**src/rtl/hazard_detection_unit.sv**
```systemverilog
// rtl/hazard_detection_unit.sv - pipeline stall/flush controller with MUL/DIV occupancy and hazard counters
module hazard_detection_unit #(
    parameter int MULDIV_LAT = 4,
    parameter int CNT_W      = 32
) (
    input  logic             clk,
    input  logic             rst,
    input  logic [4:0]       ID_rs1,
    input  logic [4:0]       ID_rs2,
    input  logic             ID_use_rs1,
    input  logic             ID_use_rs2,
    input  logic             ID_EX_MemRead,
    input  logic [4:0]       ID_EX_rd,
    input  logic             ID_EX_MulDiv,
    input  logic             EX_branch_taken,
    output logic             PC_Write,
    output logic             IF_ID_Write,
    output logic             IF_ID_Flush,
    output logic             ID_EX_Flush,
    output logic             EX_Hold,
    output logic             EX_MEM_Bubble,
    output logic             MulDiv_Done,
    output logic [CNT_W-1:0] stall_cnt,
    output logic [CNT_W-1:0] flush_cnt
);

    typedef enum logic {IDLE, MD_BUSY} state_t;

    localparam logic [3:0]       MD_INIT = 4'(MULDIV_LAT - 2);
    localparam logic [CNT_W-1:0] CNT_ONE = {{(CNT_W-1){1'b0}}, 1'b1};
    localparam logic [CNT_W-1:0] CNT_MAX = {CNT_W{1'b1}};

    state_t           state_q, state_d;
    logic [3:0]       md_cnt_q, md_cnt_d;
    logic [CNT_W-1:0] stall_cnt_q, stall_cnt_d;
    logic [CNT_W-1:0] flush_cnt_q, flush_cnt_d;
    logic             load_use;
    logic             stall_inc;
    logic             flush_inc;

    assign load_use = ID_EX_MemRead && (ID_EX_rd != 5'd0) &&
                      ((ID_use_rs1 && (ID_rs1 == ID_EX_rd)) ||
                       (ID_use_rs2 && (ID_rs2 == ID_EX_rd)));

    always_comb begin
        PC_Write      = 1'b1;
        IF_ID_Write   = 1'b1;
        IF_ID_Flush   = 1'b0;
        ID_EX_Flush   = 1'b0;
        EX_Hold       = 1'b0;
        EX_MEM_Bubble = 1'b0;
        MulDiv_Done   = 1'b0;
        state_d       = state_q;
        md_cnt_d      = md_cnt_q;
        stall_inc     = 1'b0;
        flush_inc     = 1'b0;

        if (rst) begin
            PC_Write    = 1'b0;
            IF_ID_Write = 1'b0;
            IF_ID_Flush = 1'b1;
            ID_EX_Flush = 1'b1;
            state_d     = IDLE;
            md_cnt_d    = 4'd0;
        end else begin
            case (state_q)
                IDLE: begin
                    if (EX_branch_taken) begin
                        // ID holds a wrong-path instruction, so its load-use is moot
                        IF_ID_Flush = 1'b1;
                        ID_EX_Flush = 1'b1;
                        flush_inc   = 1'b1;
                    end else if (ID_EX_MulDiv) begin
                        EX_Hold       = 1'b1;
                        EX_MEM_Bubble = 1'b1;
                        PC_Write      = 1'b0;
                        IF_ID_Write   = 1'b0;
                        state_d       = MD_BUSY;
                        md_cnt_d      = MD_INIT;
                        stall_inc     = 1'b1;
                    end else if (load_use) begin
                        PC_Write    = 1'b0;
                        IF_ID_Write = 1'b0;
                        ID_EX_Flush = 1'b1;
                        stall_inc   = 1'b1;
                    end
                end
                MD_BUSY: begin
                    if (md_cnt_q != 4'd0) begin
                        EX_Hold       = 1'b1;
                        EX_MEM_Bubble = 1'b1;
                        PC_Write      = 1'b0;
                        IF_ID_Write   = 1'b0;
                        md_cnt_d      = md_cnt_q - 4'd1;
                        stall_inc     = 1'b1;
                    end else begin
                        MulDiv_Done = 1'b1;
                        state_d     = IDLE;
                    end
                end
                default: state_d = IDLE;
            endcase
        end

        stall_cnt_d = stall_cnt_q;
        flush_cnt_d = flush_cnt_q;
        if (rst) begin
            stall_cnt_d = '0;
            flush_cnt_d = '0;
        end else begin
            if (stall_inc && (stall_cnt_q != CNT_MAX)) stall_cnt_d = stall_cnt_q + CNT_ONE;
            if (flush_inc && (flush_cnt_q != CNT_MAX)) flush_cnt_d = flush_cnt_q + CNT_ONE;
        end
    end

    always_ff @(posedge clk) begin
        state_q     <= state_d;
        md_cnt_q    <= md_cnt_d;
        stall_cnt_q <= stall_cnt_d;
        flush_cnt_q <= flush_cnt_d;
    end

    assign stall_cnt = stall_cnt_q;
    assign flush_cnt = flush_cnt_q;

endmodule

```
**config.mk**
```make
export PLATFORM = sky130hd
export DESIGN_NAME = hazard_detection_unit
export DESIGN_NICKNAME = d
export VERILOG_FILES = /design/src/rtl/hazard_detection_unit.sv
export SDC_FILE = /design/constraint.sdc
export NUM_CORES = 1
export LEC_CHECK = 0
export CAP_MARGIN = 40
export CORE_MARGIN = 1
export CORE_UTILIZATION = 45
export DETAILED_ROUTE_END_ITERATION = 10
export PLACE_DENSITY = 0.76
export SLEW_MARGIN = 20
export SYNTH_ARGS = -nofsm -noshare
export SYNTH_HDL_FRONTEND = slang
export SYNTH_SLANG_ARGS = --single-unit
```
**constraint.sdc**
```tcl
create_clock -name clk -period 2.4 [get_ports clk]
set_clock_uncertainty 0.1 [all_clocks]
set_input_delay 0.48 -clock clk [delete_from_list [all_inputs] [get_ports clk]]
set_output_delay 0.48 -clock clk [all_outputs]
set_load 0.005 [all_outputs]
```
* Word level (Yosys, flattened, before mapping)
Index checks and enable logic that the tools add are counted.
** Word-level totals
- Output and inout bits :: 71
- Bits in read-only memories :: 0
- Memories :: 0
- Bits in writable memories :: 0
- Latch bits :: 0
- Bits of input ports :: 22
- Bits in registers :: 69
** Cells by class
- Shift operators :: 0
- Multiplexer cells :: 30
- Equal/unequal tests :: 7
- Div/mod/pow operators :: 0
- Add/subtract/negate cells :: 3
- Bitwise logic cells :: 1
- $lt $le $gt $ge :: 0
- $mul :: 0
- Reductions and logical operators :: 10
** Operators by type and width (number)
- 32-bit by 1-bit adder with 32-bit output, second input constant :: 2
- 32-bit != test, second input constant :: 2
- 1-bit 2-to-1 mux :: 23
- 4-bit 2-to-1 mux :: 3
- 5-bit == test :: 2
- 4-bit one-hot mux with 2 select lines :: 1
- 1-bit logical AND :: 6
- 1-bit one-hot mux with 2 select lines :: 3
- 5-bit nonzero test :: 1
- 2-bit != test, second input constant :: 2
- 4-bit nonzero test :: 1
- 4-bit by 1-bit subtractor with 4-bit output, second input constant :: 1
- 3-bit AND reduction :: 1
- 2-bit by 1-bit != test with 1-bit output, second input constant :: 1
- 1-bit logical OR :: 1
- 1-bit inverter :: 1

* Longest topological paths before layout
Gate-level depths: netlist of run 1.
- Depth in word-level cells :: 10
- Gate-level depth with buffers :: 11
- Gate-level depth less buffers :: 8

* Worst setup path after synthesis of run 1
No wires, ideal clock.
- Kind :: reg-to-reg
- From :: register stall_cnt_q[0] (netlist: stall_cnt[0])
- To :: register stall_cnt_q[7] (netlist: stall_cnt[7])
- Data arrival time :: 2.072 ns
- Stages on the path, launching flop included :: 10
- Slack :: 0.107 ns
- Setup time :: 0.121 ns
- Clock period less this slack :: 2.293 ns
- Path buffers :: 2
- Data required time :: 2.179 ns
- Path through :: dfxtp_1 ha_1 nand3_1 nor2_1 and3_4 buf_6 and3_4 buf_6 or4_4 mux2_4
** Between the ends
- Cells in the longest elaborated chain, start to end :: 2
- Elaborated cells on any way between the ends :: 3
** Ends and longest elaborated chain
- from (decl) :: line 35 : logic [CNT_W-1:0] stall_cnt_q, stall_cnt_d;
- from (signal assigned) :: line 119 : stall_cnt_q <= stall_cnt_d;
- parallel branches: the longest is 2 deep, another holds 32-bit by 1-bit adder with 32-bit output
Several ways; the timed one is not identified.
A chain may end at the register's enable or synchronous reset.

* Final worst setup path of run 1
- From :: register md_cnt_q[1]
- To :: output IF_ID_Write
** Between the ends
- Cells in the longest elaborated chain, start to end :: 4
** Ends and longest elaborated chain
- from (decl) :: line 34 : logic [3:0] md_cnt_q, md_cnt_d;
- from (signal assigned) :: line 118 : md_cnt_q <= md_cnt_d;
- 4-bit nonzero test :: line 89 : if (md_cnt_q != 4'd0) begin
- 1-bit 2-to-1 mux :: line 89
- 1-bit one-hot mux with 2 select lines :: line 66 : case (state_q)
- 1-bit 2-to-1 mux :: line 58 : if (rst) begin
- to (decl) :: line 17 : output logic IF_ID_Write,
No other way between the ends.

==> key figures, run 1 <==
Run status
  • Status: finished, violations left
  • Failing checks: negative setup slack

Routing
  • Via count: 3,758
  • Detailed-route DRC error count: 0
  • DRT Pass-1 Iters: 4
  • Wire per inst: 15.8 µm
  • Detail Route Antenna Nets: 0
  • 1st-iter DRT viols: 161
  • Via/cell ratio: 5.70
  • DRT Wirelength: 10,400 µm

Power and ir drop
  • Net Switching: 574 µW
  • Comb pwr share: 0.126
  • Max VDD drop: 0.363 mV
  • Pwr/cell area: 429 nW/µm²
  • Leakage Power: 1.97 nW
  • Seq pwr share: 0.511
  • Clock share of power: 0.363
  • Switching share of power: 0.252
  • Pint: 1.70 mW

Placement
  • GPL Wtd Cong: 0.798
  • Inst Count DP: 633
  • PortBufs: 92
  • Pre-CTS setup slack: -703 ps
  • DPL Wire Length: 6740 µm
  • Placed cell area: 4850 µm²

CTS
  • Hold buffer count at CTS: 0
  • H-tree Lvls: 3
  • Bufs on Longest Clock Path: 2
  • CTS sink cnt: 69
  • Clock root cell: clkbuf_8
  • Inserted Clock Buffers: 9
  • CTS tree: done
  • Clock latency on the worst-skew pair: 350 ps
  • Reg clk slew, reported paths: 70 ps

Die
  • Die Ht: 92.0 µm
  • Rows: 32
  • Initial Util: 0.470
  • Die area: 8470 µm²
  • I/O pin count: 93
  • Chip width: 92.0 µm
  • Core outline area: 7770 µm²

Timing
  • Achievable Freq: 0.412 GHz
  • Tmin final: 2430 ps
  • Fin. Hold Viols: 0
  • Headroom to the max-slew limit: 0.688
  • Measured slew at the worst slew-check pin: 468 ps
  • RSZ-0062 raised after global routing: yes
  • Pins Over Slew Limit: 0
  • Final number of setup-violating endpoints: 3
  • Tcrit/Tclk final: 1.01
  • Final WS setup: -26.2 ps
  • TNS Setup: -59.8 ps

Final layout
  • Layout cells sized above 1: 0.194
  • Final Non-Filler Cells: 659
  • Most common cell after layout, fill and taps aside: clkdlybuf4s50_1
  • P&R area growth vs syn: 45.7%
  • NumNets Final: 578
  • # fillers: 618
  • Commonest non-fill, non-tap cells in the layout: clkdlybuf4s50_1 (69), dfxtp_1 (66), nor2_1 (38), buf_4 (38), a21oi_1 (30)
  • Design Area, Final: 5310 µm²
  • Final Util: 0.684

Logic synthesis
  • Synth Instances: 430
  • Ys Warns: 0
  • Syn_nets: 456
  • Yosys reg bits: 69
  • Sequential-to-total area share from yosys stat: 0.379
  • Count of cell types in the netlist: 44
  • Mapped Avg Cell Area: 8.48 µm²
  • Cell area after synthesis: 3650 µm²

Hold path
  • Hold path cells: 2
  • Hold Crit Class: flop to flop

Global route
  • Initial antenna violation count: 1
  • Vias in the first global route: 3,425
  • Largest net degree at the start of global routing: 45
  • GRT overflow: 0
  • All-layer global routing usage: 0.237
  • First-pass GRT wire length: 16,300 µm

Flow run
  • Count of maximum capacitance violations: 0

Worst setup path
  • Worst Path Arrival: 1850 ps
  • Nature of the critical path startpoint: flop
  • FF-to-FF setup slack: 70 ps
  • Cell count of the worst reg-to-reg path: 10
  • Crit. End Element: output port
  • Crit-path max FO: 2
  • WP data required: 1820 ps
  • CP Class: flop to output port
[critical path, stage by stage (launching register included)]
cell and delay, ps:
dfxtp_2 330, inv_2 70, ha_4 140, inv_2 50, o31a_1 260, a21o_1 180, a31o_2 240, nor2_2 100
buf_2 130
[logic make-up after synthesis]
| kind of cell | Yosys count | share of synthesized area |
|---|---|---|
| adder cells (fa/ha/maj) | 4 | 0.0137 |
| flip-flops | 69 | 0.379 |
| XOR/XNOR | 36 | 0.0864 |
| AO/OA/AOI/OAI | 78 | 0.135 |
| multiplexers | 7 | 0.0220 |
| AND/OR/NAND/NOR | 204 | 0.318 |
| buffers and inverters | 32 | 0.0456 |
[cells in the mapped netlist]
cell      instances  area share
nor3_1            5      0.0069
mux2_4            1      0.0041
or4b_1            1      0.0027
a31o_2            2      0.0048
or4_4             1      0.0031
clkbuf_2          1      0.0014
a31oi_2           2      0.0069
o31ai_1          22       0.045
o31a_1            2      0.0048
nor4b_1           1      0.0024
nor2b_1          10       0.017
or2_2             2      0.0034
or4_1            24       0.049
a21oi_1          34       0.047
or3_1             6       0.010
mux2_2            4       0.012
buf_6             3      0.0093
and4_4            2      0.0062
clkbuf_1         13       0.013
and2_1            7       0.012
o41ai_1           2      0.0048
nand3b_1          3      0.0062
nor4_1            3      0.0051
nand3_1          27       0.037
nor2_1           42       0.043
mux2i_1           2      0.0055
buf_2             6      0.0082
o21ai_0          10       0.014
dfxtp_1          69        0.38
inv_1             5      0.0051
xnor2_1          13       0.031
o21a_1            1      0.0021
and3_1           15       0.026
nand2_1          25       0.026
ha_1              4       0.014
buf_4             4      0.0082
and3_4            2      0.0062
o22ai_1           1      0.0017
nand4b_1          2      0.0048
xor2_1           23       0.055
a21o_1            1      0.0021
and4_1            9       0.022
nand4_1          17       0.029
a221oi_1          1      0.0024
[sequential cells by signal, indices dropped and copies added (netlist names)]
register	cells
md_cnt_q	4
state_q	1
flush_cnt	32
stall_cnt	32
[final cells by class]
type,instances,area (µm²),share of cell area
inverters,5,18.8,0.00353
repair buffers,138,1350,0.254
multi-input cells,329,2270,0.427
well taps,102,128,0.0240
diodes,1,2.50,0.000471
clock inverters,2,10.0,0.00188
flip-flops and latches,69,1390,0.261
clock buffers,13,149,0.0280
[per-layer routing]
metal	vias to the layer above	wire (µm)	GRT usage
li1	1832	-	-
met1	1800	4430	0.292
met2	106	5280	0.409
met3	20	470	0.0456
met4	0	217	0.0859
met5	-	0	0
[power by group through the flow]
stage / Clock, mW / Combinational [mW] / Sequential, mW
after floorplan: 0 / 0.102 / 1.19
after global placement: 0 / 0.221 / 1.19
after detailed placement: 0 / 0.228 / 1.19
after CTS: 0.839 / 0.237 / 1.16
after global routing: 0.893 / 0.307 / 1.17
final: 0.827 / 0.286 / 1.16
[final timing paths]
path,endpoint,from
setup / recovery,IF_ID_Write,md_cnt_q[1]
hold / removal,stall_cnt[30],stall_cnt[30]
setup reg to reg,stall_cnt[6],md_cnt_q[1]
hold reg to reg,stall_cnt[30],stall_cnt[30]
[what timing repair did]
| action | 4_1_cts | 5_1_grt |
|---|---|---|
| endpoints found under the hold margin | 0 | 0 |
| pin swaps | 10 | 14 |
| resized for setup | 44 | 34 |
| gates cloned | 0 | 3 |
| setup endpoints to repair | 37 | 35 |
| buffers inserted | 2 | 5 |
[through the flow]
stage / total power [mW] / hold WS [ps]
detailed placement: 1.42 / 388
global placement: 1.41 / 368
CTS: 2.24 / 398
floorplan: 1.29 / 371
global route: 2.36 / 416
finish: 2.28 / 400
Power figures use the tool's default switching activity.
==> run 2, diff against run 1 <==
==> constraint.sdc (replaced) <==
create_clock -name clk -period 2.4 [get_ports clk]
set_clock_uncertainty 0.1 [all_clocks]
set_input_delay 0.36 -clock clk [delete_from_list [all_inputs] [get_ports clk]]
set_output_delay 0.36 -clock clk [all_outputs]
set_load 0.005 [all_outputs]
==> key figures, run 2 (synthesized netlist as in run 1, its figures left out) <==
Worst setup path
  • Crit-path max FO: 2 (unchanged)
  • RR Endpoint: stall_cnt[6]
  • CP delay by family, top: buffers and inverters
  • WP data required: 1940 ps (+120 ps)
  • Slowest CP cell: clkdlybuf4s50_1
  • Worst Path Arrival: 1890 ps (+40 ps)
  • FF-to-FF Start: stall_cnt[0]
  • CP Buf/Inv Count: 3 (unchanged)
  • Cell count of the worst reg-to-reg path: 8 (-2)
  • Critical-path cell list: clkdlybuf4s50_1, or4_1, o21a_1, buf_4, a31o_2, buf_2
  • CP Class: input port to output port
  • Nature of the critical path startpoint: input port
  • Crit. End Element: output port
  • FF-to-FF setup slack: 160 ps (+90 ps)
  • Crit-path max cell delay: 410 ps (+80 ps)

Timing
  • Final number of setup-violating endpoints: 0 (-3)
  • Final WS setup: 50.2 ps (+76.4 ps)
  • TNS Setup: 0 ps (+59.8 ps)
  • Fin. Hold Viols: 0 (unchanged)
  • Tmin final: 2350 ps (-76.4 ps)
  • Achievable Freq: 0.426 GHz (+3.3%)
  • Measured slew at the worst slew-check pin: 369 ps (-99.1 ps)
  • Headroom to the max-slew limit: 0.752 (+0.0638)
  • Tcrit/Tclk final: 0.979 (-0.0318)
  • Pins Over Slew Limit: 0 (unchanged)

Final layout
  • Most common cell after layout, fill and taps aside: clkdlybuf4s50_1
  • Commonest non-fill, non-tap cells in the layout: clkdlybuf4s50_1 (82), dfxtp_1 (69), nor2_1 (39)
  • Register area: 1380 µm² (-0.27%)
  • NumNets Final: 566 (-2.1%)
  • Final Non-Filler Cells: 647 (-1.8%)
  • Final Util: 0.660 (-0.0243)
  • P&R area growth vs syn: 40.5%
  • Layout cells sized above 1: 0.149 (-0.0456)
  • Area occupied by multi-input gates: 2160 µm² (-4.6%)
  • # fillers: 661 (+7.0%)
  • Inserted Diodes: 0 (-1)

Routing
  • Via count: 3,610 (-3.9%)
  • Wire per inst: 14.1 µm (-10%)
  • Detailed-route DRC error count: 0 (unchanged)
  • DRT Wirelength: 9150 µm (-12%)
  • Via/cell ratio: 5.58 (-2.2%)
  • Detail Route Antenna Nets: 0 (unchanged)
  • 1st-iter DRT viols: 124 (-23%)
  • DRT Pass-1 Iters: 4 (unchanged)

Hold path
  • HP Start: rst
  • Hold path cells: 3 (+1)
  • Hold EP: flush_cnt[5]
  • Hold Crit Class: input port to flop

Placement
  • PortBufs: 92 (unchanged)
  • GPL Wtd Cong: 0.813 (+1.9%)
  • Inst Count DP: 629 (-0.63%)
  • Pre-CTS setup slack: -450 ps (+253 ps)
  • DPL Wire Length: 6410 µm (-5.0%)

Die
  • Initial Util: 0.470 (unchanged)
  • Rows: 32 (unchanged)
  • Core outline area: 7770 µm² (unchanged)
  • Chip width: 92.0 µm (unchanged)
  • Die area: 8470 µm² (unchanged)
  • I/O pin count: 93 (unchanged)
  • Die Ht: 92.0 µm (unchanged)

Global route
  • All-layer global routing usage: 0.221 (-0.0161)
  • First-pass GRT wire length: 15,000 µm (-7.9%)
  • GRT overflow: 0 (unchanged)
  • Vias in the first global route: 3,215 (-6.1%)
  • Largest net degree at the start of global routing: 44 (-2.2%)
  • Initial antenna violation count: 0 (-1)

Power and ir drop
  • Max VDD drop: 0.366 mV (+0.75%)
  • Pint: 2.02 mW (+19%)
  • Switching share of power: 0.218 (-0.0340)
  • Comb pwr share: 0.088 (-0.038)
  • Total power: 2.58 mW (+13%)
  • Pwr/cell area: 504 nW/µm² (+18%)
  • Clock share of power: 0.462 (+0.099)
  • Leakage Power: 1.79 nW (-9.1%)
  • Net Switching: 564 µW (-1.8%)
  • Seq pwr share: 0.450 (-0.061)

CTS
  • Clock root cell: clkbuf_8
  • CTS tree: done
  • Reg clk slew, reported paths: 70 ps (about the same)
  • Clock latency on the worst-skew pair: 340 ps (about the same)
  • Inserted Clock Buffers: 9 (unchanged)
  • CTS sink cnt: 69 (unchanged)
  • Hold buffer count at CTS: 0 (unchanged)
  • Bufs on Longest Clock Path: 2 (unchanged)
  • H-tree Lvls: 3 (unchanged)

Run status
  • Status: complete, no violations

Flow run
  • Count of maximum capacitance violations: 0 (unchanged)
==> run 2: cell count changes in the layout (fill, tap and decap cells not counted), moves of 3 or more <==
| cell | delta |
|---|---|
| buf_4 | -6 |
| buf_6 | -4 |
| bufinv_16 | +3 |
| clkbuf_1 | -3 |
| clkbuf_16 | -3 |
| clkdlybuf4s15_1 | -3 |
| clkdlybuf4s50_1 | +13 |
| dfxtp_1 | +3 |
| dfxtp_2 | -3 |
| dlymetal6s2s_1 | -10 |
| xnor2_1 | +6 |
| xnor2_2 | -6 |
==> run 2: area by class of cell <==
cell class / instances / area share
tap: 102 / 0.0249
inverter: 5 / 0.00366
sequential: 69 / 0.270
timing repair buffer: 126 / 0.229
multi-input combinational: 329 / 0.422
clock buffer: 11 / 0.0295
clock inverter: 5 / 0.0208
==> run 2: worst reg2reg max path, stage by stage, from the launching register on <==
cell     delay [ps]
dfxtp_1         410
ha_1            220
nand3_2         120
nor2_1          200
and3_4          270
and3_4          260
buf_4           210
nor4_1           70
mux2_2          260
==> run 2: per-stage QoR <==
| step | cell area [µm²] | hold WS [ps] |
|---|---|---|
| finish | 5120 | 338 |
| global route | 5120 | 351 |
| CTS | 5090 | 319 |
| detailed placement | 4820 | 383 |
| global placement | 4820 | 370 |
| floorplan | 3650 | 371 |
==> run 2: what timing repair did <==
action / 4_1_cts / 5_1_grt
resized for setup: 24 / 8
buffers inserted: 1 / 1
endpoints found under the setup margin: 6 / 4
pin swaps: 5 / 3
==> run 2: metal layers <==
layer	track usage	vias up	wire [µm]
li1	-	1806	-
met1	0.270	1703	4080
met2	0.377	96	4450
met3	0.0638	5	547
met4	0.0612	0	63
met5	0	-	0
==> run 2: power by group through the flow <==
stage | registers [mW] | logic, mW | clock network (mW)
2_1_floorplan | 1.19 | 0.102 | 0
3_3_place_gp | 1.19 | 0.216 | 0
3_5_place_dp | 1.19 | 0.219 | 0
4_1_cts | 1.16 | 0.220 | 1.23
5_1_grt | 1.16 | 0.247 | 1.28
6_report | 1.16 | 0.226 | 1.20
==> run 2: how the worst max path moves through the flow <==
stage | slack, ps | startpoint | end | cells past startpoint
2_1_floorplan | 110 | stall_cnt[0] | stall_cnt[7] | 9
3_3_place_gp | -430 | ID_EX_rd[1] | PC_Write | 6
3_5_place_dp | -450 | ID_EX_rd[1] | PC_Write | 6
4_1_cts | 7 | md_cnt_q[0] | PC_Write | 8
5_1_grt | -3 | md_cnt_q[0] | IF_ID_Write | 8
6_report | 50 | ID_EX_rd[1] | ID_EX_Flush | 6
